--- src/rtl/mips_multicycle_control_if.sv ---
// rtl/mips_multicycle_control_if.sv - control FSM <-> multicycle datapath signal bundle
interface mips_multicycle_control_if;
  logic [5:0] opcode;
  logic       mem_ready;
  logic       pc_write;
  logic       pc_write_cond;
  logic       i_or_d;
  logic       mem_read;
  logic       mem_write;
  logic       ir_write;
  logic       mem_to_reg;
  logic       reg_dst;
  logic       reg_write;
  logic       alu_src_a;
  logic [1:0] alu_src_b;
  logic [1:0] alu_op;
  logic [1:0] pc_source;
  logic [3:0] state;
  logic       instr_done;
  logic       illegal_op;

  modport master (
    input  opcode, mem_ready,
    output pc_write, pc_write_cond, i_or_d, mem_read, mem_write, ir_write,
           mem_to_reg, reg_dst, reg_write, alu_src_a, alu_src_b, alu_op,
           pc_source, state, instr_done, illegal_op
  );

  modport slave (
    output opcode, mem_ready,
    input  pc_write, pc_write_cond, i_or_d, mem_read, mem_write, ir_write,
           mem_to_reg, reg_dst, reg_write, alu_src_a, alu_src_b, alu_op,
           pc_source, state, instr_done, illegal_op
  );
endinterface

--- src/rtl/mips_multicycle_control.sv ---
// rtl/mips_multicycle_control.sv - multicycle MIPS main control FSM
// Moore decode of the registered state; memory strobes are qualified by mem_ready.
module mips_multicycle_control #(
  parameter bit MEM_HANDSHAKE = 1'b1
) (
  input  logic                       clk,
  input  logic                       rst,
  mips_multicycle_control_if.master  bus
);

  typedef enum logic [3:0] {
    FETCH  = 4'd0,
    DECODE = 4'd1,
    MEMADR = 4'd2,
    MEMRD  = 4'd3,
    MEMWB  = 4'd4,
    MEMWR  = 4'd5,
    EXEC   = 4'd6,
    RWB    = 4'd7,
    BRANCH = 4'd8,
    JUMP   = 4'd9,
    ADDIEX = 4'd10,
    ADDIWB = 4'd11
  } state_t;

  localparam logic [5:0] OP_RTYPE = 6'b000000;
  localparam logic [5:0] OP_LW    = 6'b100011;
  localparam logic [5:0] OP_SW    = 6'b101011;
  localparam logic [5:0] OP_BEQ   = 6'b000100;
  localparam logic [5:0] OP_J     = 6'b000010;
  localparam logic [5:0] OP_ADDI  = 6'b001000;

  state_t state_q, state_d;
  logic   ready;

  assign ready     = MEM_HANDSHAKE ? bus.mem_ready : 1'b1;
  assign bus.state = state_q;

  always_ff @(posedge clk) begin
    if (rst) state_q <= FETCH;
    else     state_q <= state_d;
  end

  always_comb begin
    state_d           = FETCH;
    bus.pc_write      = 1'b0;
    bus.pc_write_cond = 1'b0;
    bus.i_or_d        = 1'b0;
    bus.mem_read      = 1'b0;
    bus.mem_write     = 1'b0;
    bus.ir_write      = 1'b0;
    bus.mem_to_reg    = 1'b0;
    bus.reg_dst       = 1'b0;
    bus.reg_write     = 1'b0;
    bus.alu_src_a     = 1'b0;
    bus.alu_src_b     = 2'b00;
    bus.alu_op        = 2'b00;
    bus.pc_source     = 2'b00;
    bus.instr_done    = 1'b0;
    bus.illegal_op    = 1'b0;

    case (state_q)
      FETCH: begin
        bus.mem_read  = 1'b1;
        bus.alu_src_b = 2'b01;
        bus.ir_write  = ready;
        bus.pc_write  = ready;
        state_d       = ready ? DECODE : FETCH;
      end
      DECODE: begin
        // ALU precomputes PC + (imm << 2) so BRANCH can use ALUOut
        bus.alu_src_b = 2'b11;
        case (bus.opcode)
          OP_RTYPE:      state_d = EXEC;
          OP_LW, OP_SW:  state_d = MEMADR;
          OP_BEQ:        state_d = BRANCH;
          OP_J:          state_d = JUMP;
          OP_ADDI:       state_d = ADDIEX;
          default: begin
            bus.illegal_op = 1'b1;
            state_d        = FETCH;
          end
        endcase
      end
      MEMADR: begin
        bus.alu_src_a = 1'b1;
        bus.alu_src_b = 2'b10;
        state_d       = (bus.opcode == OP_SW) ? MEMWR : MEMRD;
      end
      MEMRD: begin
        bus.mem_read = 1'b1;
        bus.i_or_d   = 1'b1;
        state_d      = ready ? MEMWB : MEMRD;
      end
      MEMWB: begin
        bus.reg_write  = 1'b1;
        bus.mem_to_reg = 1'b1;
        bus.instr_done = 1'b1;
      end
      MEMWR: begin
        bus.mem_write  = 1'b1;
        bus.i_or_d     = 1'b1;
        bus.instr_done = ready;
        state_d        = ready ? FETCH : MEMWR;
      end
      EXEC: begin
        bus.alu_src_a = 1'b1;
        bus.alu_op    = 2'b10;
        state_d       = RWB;
      end
      RWB: begin
        bus.reg_write  = 1'b1;
        bus.reg_dst    = 1'b1;
        bus.instr_done = 1'b1;
      end
      BRANCH: begin
        bus.alu_src_a     = 1'b1;
        bus.alu_op        = 2'b01;
        bus.pc_write_cond = 1'b1;
        bus.pc_source     = 2'b01;
        bus.instr_done    = 1'b1;
      end
      JUMP: begin
        bus.pc_write   = 1'b1;
        bus.pc_source  = 2'b10;
        bus.instr_done = 1'b1;
      end
      ADDIEX: begin
        bus.alu_src_a = 1'b1;
        bus.alu_src_b = 2'b10;
        state_d       = ADDIWB;
      end
      ADDIWB: begin
        bus.reg_write  = 1'b1;
        bus.instr_done = 1'b1;
      end
      default: state_d = FETCH;
    endcase

    // Reset gates every strobe so an aborted instruction cannot write anything
    if (rst) begin
      {bus.pc_write, bus.pc_write_cond, bus.i_or_d, bus.mem_read, bus.mem_write,
       bus.ir_write, bus.mem_to_reg, bus.reg_dst, bus.reg_write, bus.alu_src_a,
       bus.alu_src_b, bus.alu_op, bus.pc_source, bus.instr_done,
       bus.illegal_op} = '0;
    end
  end

endmodule

--- src/flat_wrapper.sv ---
// flat-port wrapper written by rule: the top's interface ports become plain ports
module mips_multicycle_control_flat 
#(
  parameter bit MEM_HANDSHAKE = 1'b1
)
  (clk, rst, bus_opcode, bus_mem_ready, bus_pc_write, bus_pc_write_cond, bus_i_or_d, bus_mem_read, bus_mem_write, bus_ir_write, bus_mem_to_reg, bus_reg_dst, bus_reg_write, bus_alu_src_a, bus_alu_src_b, bus_alu_op, bus_pc_source, bus_state, bus_instr_done, bus_illegal_op);
  mips_multicycle_control_if bus_i ();
  input  logic clk;
  input  logic rst;
  input wire logic [$bits(bus_i.opcode)-1:0] bus_opcode;
  input wire logic [$bits(bus_i.mem_ready)-1:0] bus_mem_ready;
  output wire logic [$bits(bus_i.pc_write)-1:0] bus_pc_write;
  output wire logic [$bits(bus_i.pc_write_cond)-1:0] bus_pc_write_cond;
  output wire logic [$bits(bus_i.i_or_d)-1:0] bus_i_or_d;
  output wire logic [$bits(bus_i.mem_read)-1:0] bus_mem_read;
  output wire logic [$bits(bus_i.mem_write)-1:0] bus_mem_write;
  output wire logic [$bits(bus_i.ir_write)-1:0] bus_ir_write;
  output wire logic [$bits(bus_i.mem_to_reg)-1:0] bus_mem_to_reg;
  output wire logic [$bits(bus_i.reg_dst)-1:0] bus_reg_dst;
  output wire logic [$bits(bus_i.reg_write)-1:0] bus_reg_write;
  output wire logic [$bits(bus_i.alu_src_a)-1:0] bus_alu_src_a;
  output wire logic [$bits(bus_i.alu_src_b)-1:0] bus_alu_src_b;
  output wire logic [$bits(bus_i.alu_op)-1:0] bus_alu_op;
  output wire logic [$bits(bus_i.pc_source)-1:0] bus_pc_source;
  output wire logic [$bits(bus_i.state)-1:0] bus_state;
  output wire logic [$bits(bus_i.instr_done)-1:0] bus_instr_done;
  output wire logic [$bits(bus_i.illegal_op)-1:0] bus_illegal_op;
  assign bus_i.opcode = bus_opcode;
  assign bus_i.mem_ready = bus_mem_ready;
  assign bus_pc_write = bus_i.pc_write;
  assign bus_pc_write_cond = bus_i.pc_write_cond;
  assign bus_i_or_d = bus_i.i_or_d;
  assign bus_mem_read = bus_i.mem_read;
  assign bus_mem_write = bus_i.mem_write;
  assign bus_ir_write = bus_i.ir_write;
  assign bus_mem_to_reg = bus_i.mem_to_reg;
  assign bus_reg_dst = bus_i.reg_dst;
  assign bus_reg_write = bus_i.reg_write;
  assign bus_alu_src_a = bus_i.alu_src_a;
  assign bus_alu_src_b = bus_i.alu_src_b;
  assign bus_alu_op = bus_i.alu_op;
  assign bus_pc_source = bus_i.pc_source;
  assign bus_state = bus_i.state;
  assign bus_instr_done = bus_i.instr_done;
  assign bus_illegal_op = bus_i.illegal_op;
  mips_multicycle_control #(.MEM_HANDSHAKE(MEM_HANDSHAKE)) u_core (.clk(clk), .rst(rst), .bus(bus_i));
endmodule
--- config.mk ---
export PLATFORM = sky130hd
export DESIGN_NAME = mips_multicycle_control_flat
export DESIGN_NICKNAME = d
export VERILOG_FILES = /design/src/rtl/mips_multicycle_control_if.sv /design/src/rtl/mips_multicycle_control.sv /design/src/flat_wrapper.sv
export SDC_FILE = /design/constraint.sdc
export NUM_CORES = 1
export LEC_CHECK = 0
export BUFFER_PORTS_ARGS = -buffer_cell sky130_fd_sc_hd__buf_2
export CAP_MARGIN = 10
export CELL_PAD_IN_SITES_DETAIL_PLACEMENT = 2
export CELL_PAD_IN_SITES_GLOBAL_PLACEMENT = 2
export CORE_ASPECT_RATIO = 0.7
export CORE_MARGIN = 4
export CORE_UTILIZATION = 22
export DETAILED_ROUTE_END_ITERATION = 12
export GPL_TIMING_DRIVEN = 0
export PLACE_DENSITY_LB_ADDON = 0.1
export SLEW_MARGIN = 15
export SYNTH_ARGS = -nofsm -noshare
export SYNTH_HDL_FRONTEND = slang
export SYNTH_SLANG_ARGS = --single-unit
--- constraint.sdc ---
create_clock -name clk -period 1.9 [get_ports clk]
set_clock_uncertainty 0.1 [all_clocks]
set_input_delay 0.095 -clock clk [delete_from_list [all_inputs] [get_ports clk]]
set_output_delay 0.095 -clock clk [all_outputs]
set_load 0.01 [all_outputs]
==> results of run 1 <==
## stage by stage
step                      utilization (%)  total power [mW]  hold slack [ps]
after floorplan                         -             0.142              209
after global placement               31.4             0.177              406
after detailed placement             31.4             0.180              419
after CTS                            32.9             0.359              196
after global routing                 33.0             0.376              244
final                                33.0             0.354              202
## placed cells by master, fill, tap and decap left out, types with 2 or more instances in the layout
cell and count:
nor4_1 3, a31oi_1 2, nand2_1 4, a21boi_0 2, nor3_1 6, a21oi_1 4, or2_2 3, and3_1 4
buf_6 3, xor2_1 3, o21ai_0 6, nor2_1 13, buf_2 31, clkbuf_8 3, a211oi_1 2, dfxtp_1 4
nand2b_1 2, nor2b_1 2
## per-layer routing
layer	vias up	GRT usage, %	share of wire (%)
met5	-	0	0
met4	0	2.81	0
met3	0	1.92	3.6
met2	17	21.5	45
met1	382	20.2	52
li1	395	-	-
## where the power goes
part / internal, mW / leakage [nW] / switching (mW)
Clock: 0.135 / 0.0216 / 0.0401
Sequential: 0.0866 / 0.0325 / 0.00361
Combinational: 0.0357 / 0.350 / 0.0532
## kinds of logic (layout without fill, tap and decap cells)
group                      count (synthesis)  after routing  share of synthesized area (%)
and+or+nand+nor                           49             49                           46.5
AOI/OAI and AO/OA                         22             22                           23.3
buffers and inverters                     11             42                           11.7
DFF                                        4              4                           12.7
xor gates and xnor gates                   3              3                           4.18
adders and majority gates                  1              1                           1.59
## final cells by class
type	instances	area (um2)
plain buffers	10	72.6
clock buffers	3	41.3
fillers	337	1730
inverters	1	3.75
multi-input cells	75	475
flip-flops and latches	4	80.1
well taps	34	42.5
repair buffers	28	140
## worst min path at each step
stage                              from             endpoint  slack [ps]  cells past startpoint
floorplan                 bus_opcode[4]  u_core.bus.state[3]         210                      3
global route              bus_opcode[5]  u_core.bus.state[2]         240                      4
global placement    u_core.bus.state[2]         bus_state[2]         410                      1
detailed placement        bus_opcode[5]  u_core.bus.state[2]         420                      4
finish                    bus_opcode[4]  u_core.bus.state[1]         200                      4
CTS                       bus_opcode[5]  u_core.bus.state[2]         200                      4
## tightest hold or removal path: cells and delay by family
family	cells	cell delay, ps
AND/OR/NAND/NOR	1	70
AO/OA/AOI/OAI	2	160
buffers and inverters	1	140
==> flow_summary.yaml, run 1 <==
pwr:
  leakage_nw: 0.404
  peakVddDrop_mv: 0.125
  power_density_nw_per_um2: 414
logic_synthesis:
  synth_async_sr_flop_share_pct: 0
  yosys.area.top_type_share_pct: 12.7
  synth_common_cells: "13 x nor2_1, 6 x nor3_1, 6 x o21ai_0"
  syn_area_per_cell_um2: 6.99
  synth.net_count: 99
  yosysMostFrequentCell: "nor2_1"
  ys_ff_latch: 4
  syn_area_um2: 629
  synth-edff-count: 0
  synthTopCellsByArea: "dfxtp_1 13%, nor2_1 7.8%, buf_6 5.4%"
  synth_cells: 90
  ys_warn_count: 0
  synth_ff_type: "dfxtp_1"
  post_synth_num_cell_types: 40
  synth_largest_area_cell: "dfxtp_1"
  ys_seq_area_share_pct: 12.7
cells_and_area:
  area_growth_pct: 36.0
  stdcell_count: 155
  n_antenna_cell: 0
  finalNetCount: 132
  largest_reg_flops: 4
  fin_area_um2: 856
  drive_above_1_share_pct: 38.8
timing:
  period_share_pct: 91.9
  maxSlewViolCount: 0
  fmax_ghz: 0.573
  tns_ps: 0
  rsz0062_at_grt: "no"
  worstMarginPinSlew_ps: 393
  slew_headroom_pct: 73.8
  finalHoldViolations: 0
  worst_slack_ps: 154
  min_period_ps: 1750
  setup_viol: 0
floorplan:
  core-area_um2: 2590
  die_area_um2: 3790
  die_x_um: 71.9
  die_height_um: 52.8
  initial_core_util_pct: 24.3
  row_count: 15
  io_pins: 31
worst_setup_path:
  r2r-end: "u_core.bus.state[2]"
  worstPathRequired_ps: 1700
  ff2ff_setup_slack_ps: 310
  slowest_delay_ps: 450
  reg2reg_depth: 5
  worst_setup_path_start_kind: "flop"
  cp.depth: 5
  cp_max_fo: 10
  r2r-start: "u_core.bus.state[0]"
  worstSetupPathType: "flop to output pin"
  crit_path_start: "u_core.bus.state[0]"
  crit_slowest_cell: "dfxtp_1"
  cp_top_family: "simple AND/OR/NAND/NOR gates"
  cp-endpoint: "bus_pc_write"
  cp-end-kind: "output pin"
  critical_path_buf_inv_count: 2
  arrival_ps: 1550
  cp_cell_sequence: "clkbuf_4, nor2_1, and3_1, or2_2, buf_2"
routing:
  wl_um: 2480
  wl_per_cell_um: 16.0
  ant_nets: 0
  drc: 0
  first_iter_violations: 38
  vias_per_cell: 5.12
  vias: 794
  dr.pass1.iters: 4
placed_design:
  dp_hpwl_um: 1930
  portBuffers: 28
  place_area_um2: 812
  preCtsSetupSlack_ps: 332
  place_inst: 152
  gp_congestion: 0.781
cts:
  hold_buffers: 0
  cts_buffers: 3
  cts.sinks: 4
  cts_tree: "built"
  cts_root_buf: "clkbuf_8"
  cts_setup_buffers: 0
  path_clk_slew_ps: 30
  clk_path_buf_depth: 2
  insertion_delay_ps: 210
  cts_resized: 0
  htree_levels: 1
worst_hold_path:
  worstHoldPathType: "input port to flop"
grt:
  gr-total-overflow: 0
  grt_pass1_wl_um: 4110
  grt_pass1_vias: 818
  grt_usage_pct: 13.9
  grt_max_degree: 11
  antenna_found_initial: 0
flow_run:
  maxCapViolCount: 0
outcome:
  status: "finished clean"
(Power assumes the default switching activity.)
==> run 2: changes to the inputs <==
- CORE_ASPECT_RATIO: 0.7 -> 1.2
==> run 2 against run 1 <==
Against the previous run:
- sequential power decreased by 0.6%
- register-to-register slack improved by 20 ps
- flip-flop and latch count unchanged
- highest routed layer unchanged
- count of clock-buffer cells in the layout unchanged
- wire length decreased by 7.6%
- cell area decreased by 1.9%
- hold slack got worse by 27 ps
- setup slack got worse by 2.7 ps
- first-iteration DRC count decreased by 68%
- power decreased by 20%
- die area decreased by 0.27%
- global-route usage decreased by 1.3 points
==> flow_summary.yaml, run 2 (synthesized netlist as in run 1, its figures left out) <==
flow_run:
  maxCapViolCount: 0
floorplan:
  die_height_um: 66.6
  io_pins: 31
  die_x_um: 56.8
  row_count: 21
  initial_core_util_pct: 22.8
  core-area_um2: 2760
  die_area_um2: 3780
worst_setup_path:
  cp-endpoint: "bus_pc_write"
  crit_path_start: "u_core.bus.state[0]"
  reg2reg_depth: 5
  cp_cell_sequence: "buf_2, nor2_1, and3_1, or2_2, buf_2"
  worstSetupPathType: "flop to output pin"
  r2r-start: "u_core.bus.state[0]"
  slowest_delay_ps: 430
  cp-end-kind: "output pin"
  ff2ff_setup_slack_ps: 330
  r2r-end: "u_core.bus.state[2]"
  crit_slowest_cell: "dfxtp_1"
  cp_max_fo: 10
  worstPathRequired_ps: 1700
  critPathMostFrequentCell: "buf_2"
  arrival_ps: 1550
  worst_setup_path_start_kind: "flop"
timing:
  min_period_ps: 1750
  worstMarginPinSlew_ps: 366
  setup_viol: 0
  finalHoldViolations: 0
  period_share_pct: 92.1
  rsz0062_at_grt: "no"
  maxSlewViolCount: 0
  fmax_ghz: 0.572
  slew_headroom_pct: 75.6
  tns_ps: 0
cells_and_area:
  finalNetCount: 132
  drive_above_1_share_pct: 39.7
  fin_area_um2: 840
  area_growth_pct: 33.4
  n_antenna_cell: 0
  fill_cells: 349
  largest_reg_flops: 4
  final_common_cell: "buf_2"
  final_cell_mix: "31 x buf_2, 13 x nor2_1, 6 x nor3_1, 6 x o21ai_0"
grt:
  grt_pass1_wl_um: 3800
  grt_usage_pct: 12.6
  grt_max_degree: 11
  antenna_found_initial: 0
  grt_pass1_vias: 816
  gr-total-overflow: 0
cts:
  insertion_delay_ps: 230
  htree_levels: 1
  cts_buffers: 3
  hold_buffers: 0
  cts.sinks: 4
  cts_root_buf: "clkbuf_4"
  path_clk_slew_ps: 40
  clk_path_buf_depth: 2
  cts_tree: "built"
placed_design:
  place_area_um2: 812
  gp_congestion: 0.684
  portBuffers: 28
  dp_hpwl_um: 1890
routing:
  vias_per_cell: 5.06
  vias: 784
  ant_nets: 0
  wl_um: 2290
  drc: 0
  wl_per_cell_um: 14.8
  dr.pass1.iters: 4
  first_iter_violations: 12
outcome:
  status: "finished clean"
worst_hold_path:
  worstHoldPathType: "input port to flop"
  whs_path_depth: 4
pwr:
  peakVddDrop_mv: 0.190
  leakage_nw: 0.396
  power_density_nw_per_um2: 335
==> run 2: worst min-delay path by stage <==
stage | startpoint | to | slack (ps)
after CTS | bus_opcode[4] | u_core.bus.state[2] | 170
after floorplan | bus_opcode[4] | u_core.bus.state[3] | 210
after detailed placement | u_core.bus.state[2] | bus_state[2] | 410
final | bus_opcode[4] | u_core.bus.state[2] | 180
after global routing | bus_opcode[4] | u_core.bus.state[2] | 200
after global placement | u_core.bus.state[2] | bus_state[2] | 400
==> run 2: per-layer routing <==
| metal | global-route usage [%] | wire length (um) | vias up |
|---|---|---|---|
| met4 | 1.74 | 0 | 0 |
| met5 | 0 | 0 | - |
| met3 | 2.33 | 92 | 0 |
| li1 | - | - | 395 |
| met1 | 14.2 | 929 | 370 |
| met2 | 24.9 | 1270 | 19 |
==> run 2: power by group <==
part           switching, mW  internal (mW)
logic                 0.0526         0.0352
registers            0.00323         0.0865
clock network         0.0335         0.0706
==> run 2: layout make-up <==
class	count	area (um2)	share of cell area, %
plain buffers	10	72.6	8.64
clock buffers	3	22.5	2.68
multi-input cells	75	477	56.8
inverters	1	3.75	0.447
repair buffers	28	140	16.7
flip-flops and latches	4	81.3	9.69
well taps	34	42.5	5.07
==> run 2: per-stage QoR <==
step	power, mW	setup WS (ps)	hold slack [ps]	cells	utilization, %
2_1_floorplan	0.142	347	209	90	-
3_3_place_gp	0.177	357	405	152	29.4
3_5_place_dp	0.180	326	412	152	29.4
4_1_cts	0.288	53.3	175	155	30.2
5_1_grt	0.307	27.5	198	155	30.4
6_report	0.282	151	176	155	30.4
==> run 2: what timing repair did <==
item	CTS	global route
hold endpoints to repair	0	0
resized for setup	0	3
buffers inserted	0	0
endpoints found under the setup margin	0	2
==> run 2: worst max-delay path: cells and delay by family, from the launching register on <==
| family | cells | cell delay [ps] |
|---|---|---|
| AND/OR/NAND/NOR | 3 | 480 |
| flip-flops | 1 | 430 |
| buffers and inverters | 2 | 400 |
==> run 3: changes to the inputs <==
- MAX_ROUTING_LAYER: not set -> met4
- SETUP_SLACK_MARGIN: not set -> 0.3
- clock period: 1.9 -> 1.7 ns (I/O delays scaled with it)
==> run 3 against run 2 <==
Against the previous run:
- sequential share of layout area down 1.7 points
- clock power up 9.6%
- highest routed layer unchanged
- first-iteration DRC count down 67%
- combinational power up 74%
- critical path depth up 1
- critical path type unchanged
- critical endpoint is now bus_instr_done
==> flow_summary.yaml, run 3 (synthesized netlist as in run 1, its figures left out) <==
outcome:
  status: "finished clean"
grt:
  grt_usage_pct: 15.5
  grt_pass1_wl_um: 4540
  grt_max_degree: 11
  grt_pass1_vias: 920
  gr-total-overflow: 0
  antenna_found_initial: 0
cells_and_area:
  regArea_um2: 90.1
  area_growth_pct: 79.3
  finalNetCount: 146
  stdcell_count: 169
  fill_cells: 346
  largest_reg_flops: 4
  drive_above_1_share_pct: 65.2
  final_cell_mix: "27 x buf_2, 14 x buf_4, 8 x buf_6, 8 x nor2_1, 5 x nor3_1"
  n_antenna_cell: 0
  final_common_cell: "buf_2"
  multi_input_area_um2: 606
timing:
  fmax_ghz: 0.632
  period_share_pct: 93.1
  maxSlewViolCount: 0
  finalHoldViolations: 0
  worstMarginPinSlew_ps: 629
  tns_ps: 0
  min_period_ps: 1580
  slew_headroom_pct: 58.1
  rsz0062_at_grt: "yes"
  setup_viol: 0
routing:
  first_iter_violations: 4
  ant_nets: 0
  drc: 0
  vias: 875
  wl_um: 3000
  dr.pass1.iters: 2
  wl_per_cell_um: 17.7
  vias_per_cell: 5.18
placed_design:
  gp_congestion: 0.719
  dp_hpwl_um: 1870
  portBuffers: 28
  place_inst: 152
pwr:
  combPwrFrac_pct: 41.6
  power_density_nw_per_um2: 325
  switching_share_pct: 33.3
  pwr-share-seq_pct: 27.4
  leakage_nw: 0.504
  peakVddDrop_mv: 0.270
  power.switching_mw: 0.122
  power.internal_mw: 0.245
  clkPwrFrac_pct: 31.1
cts:
  hold_buffers: 0
  htree_levels: 1
  cts.sinks: 4
  path_clk_slew_ps: 40
  cts_root_buf: "clkbuf_4"
  clk_path_buf_depth: 2
  cts_buffers: 3
  cts_tree: "built"
  insertion_delay_ps: 230
worst_setup_path:
  ff2ff_setup_slack_ps: 160
  cp_max_fo: 7
  worstSetupPathType: "flop to output pin"
  worst_setup_path_start_kind: "flop"
  cp-end-kind: "output pin"
  worstPathRequired_ps: 1510
  arrival_ps: 1400
floorplan:
  row_count: 21
  io_pins: 31
  die_area_um2: 3780
  core-area_um2: 2760
  die_height_um: 66.6
  initial_core_util_pct: 22.8
  die_x_um: 56.8
flow_run:
  maxCapViolCount: 0
worst_hold_path:
  worstHoldPathType: "input port to flop"
run 3: cell count changes in the layout (fill, tap and decap cells not counted), moves of 4 or more:
cell / delta
buf_6: +5
buf_4: +13
buf_2: -4
nor2_1: -5
run 3: power by group through the flow:
stage	Clock (mW)	Combinational [mW]	Sequential, mW
6_report	0.114	0.153	0.100
5_1_grt	0.134	0.166	0.101
4_1_cts	0.120	0.125	0.100
3_5_place_dp	0	0.101	0.102
3_3_place_gp	0	0.0980	0.102
2_1_floorplan	0	0.0589	0.102
run 3: through the flow:
stage	utilization (%)	area, um2	hold WS (ps)	worst slack (ps)	total power, mW
floorplan	-	651	199	309	0.161
global placement	30.2	833	410	151	0.200
detailed placement	30.2	833	410	105	0.203
CTS	36.3	1000	150	161	0.345
global route	40.9	1130	164	39.1	0.400
finish	40.9	1130	153	118	0.367
run 3: path summary, 6_finish.rpt:
kind / from / to / cells past startpoint
max reg2reg: u_core.bus.state[0] / u_core.bus.state[2] / 4
max: u_core.bus.state[1] / bus_instr_done / 6
min: bus_opcode[4] / u_core.bus.state[3] / 4
min reg2reg: u_core.bus.state[1] / u_core.bus.state[3] / 3
run 3: metal layers:
metal / track usage, % / wire (um) / vias up
met5: - / 0 / -
met2: 31.5 / 1720 / 18
li1: - / - / 421
met4: 1.74 / 0 / 0
met3: 1.74 / 87 / 0
met1: 16.3 / 1180 / 436
run 3: critical path, stage by stage (launching register included):
cell	delay, ps
dfxtp_4	380
nand2b_4	150
buf_6	120
nor2_1	50
o21ai_0	170
and3_1	160
buf_2	120
run 3: area by class of cell:
type                       instances  area share, %
timing repair buffer              42           23.5
clock buffer                       3           2.00
sequential                         4           7.98
buffer                            10           8.76
tap                               34           3.77
inverter                           1          0.333
multi-input combinational         75           53.7
run 3: what timing repair did:
item,in CTS,in global routing
buffers inserted,8,4
resized for setup,27,24
setup endpoints to repair,22,22
gates cloned,2,0
pin swaps,8,7
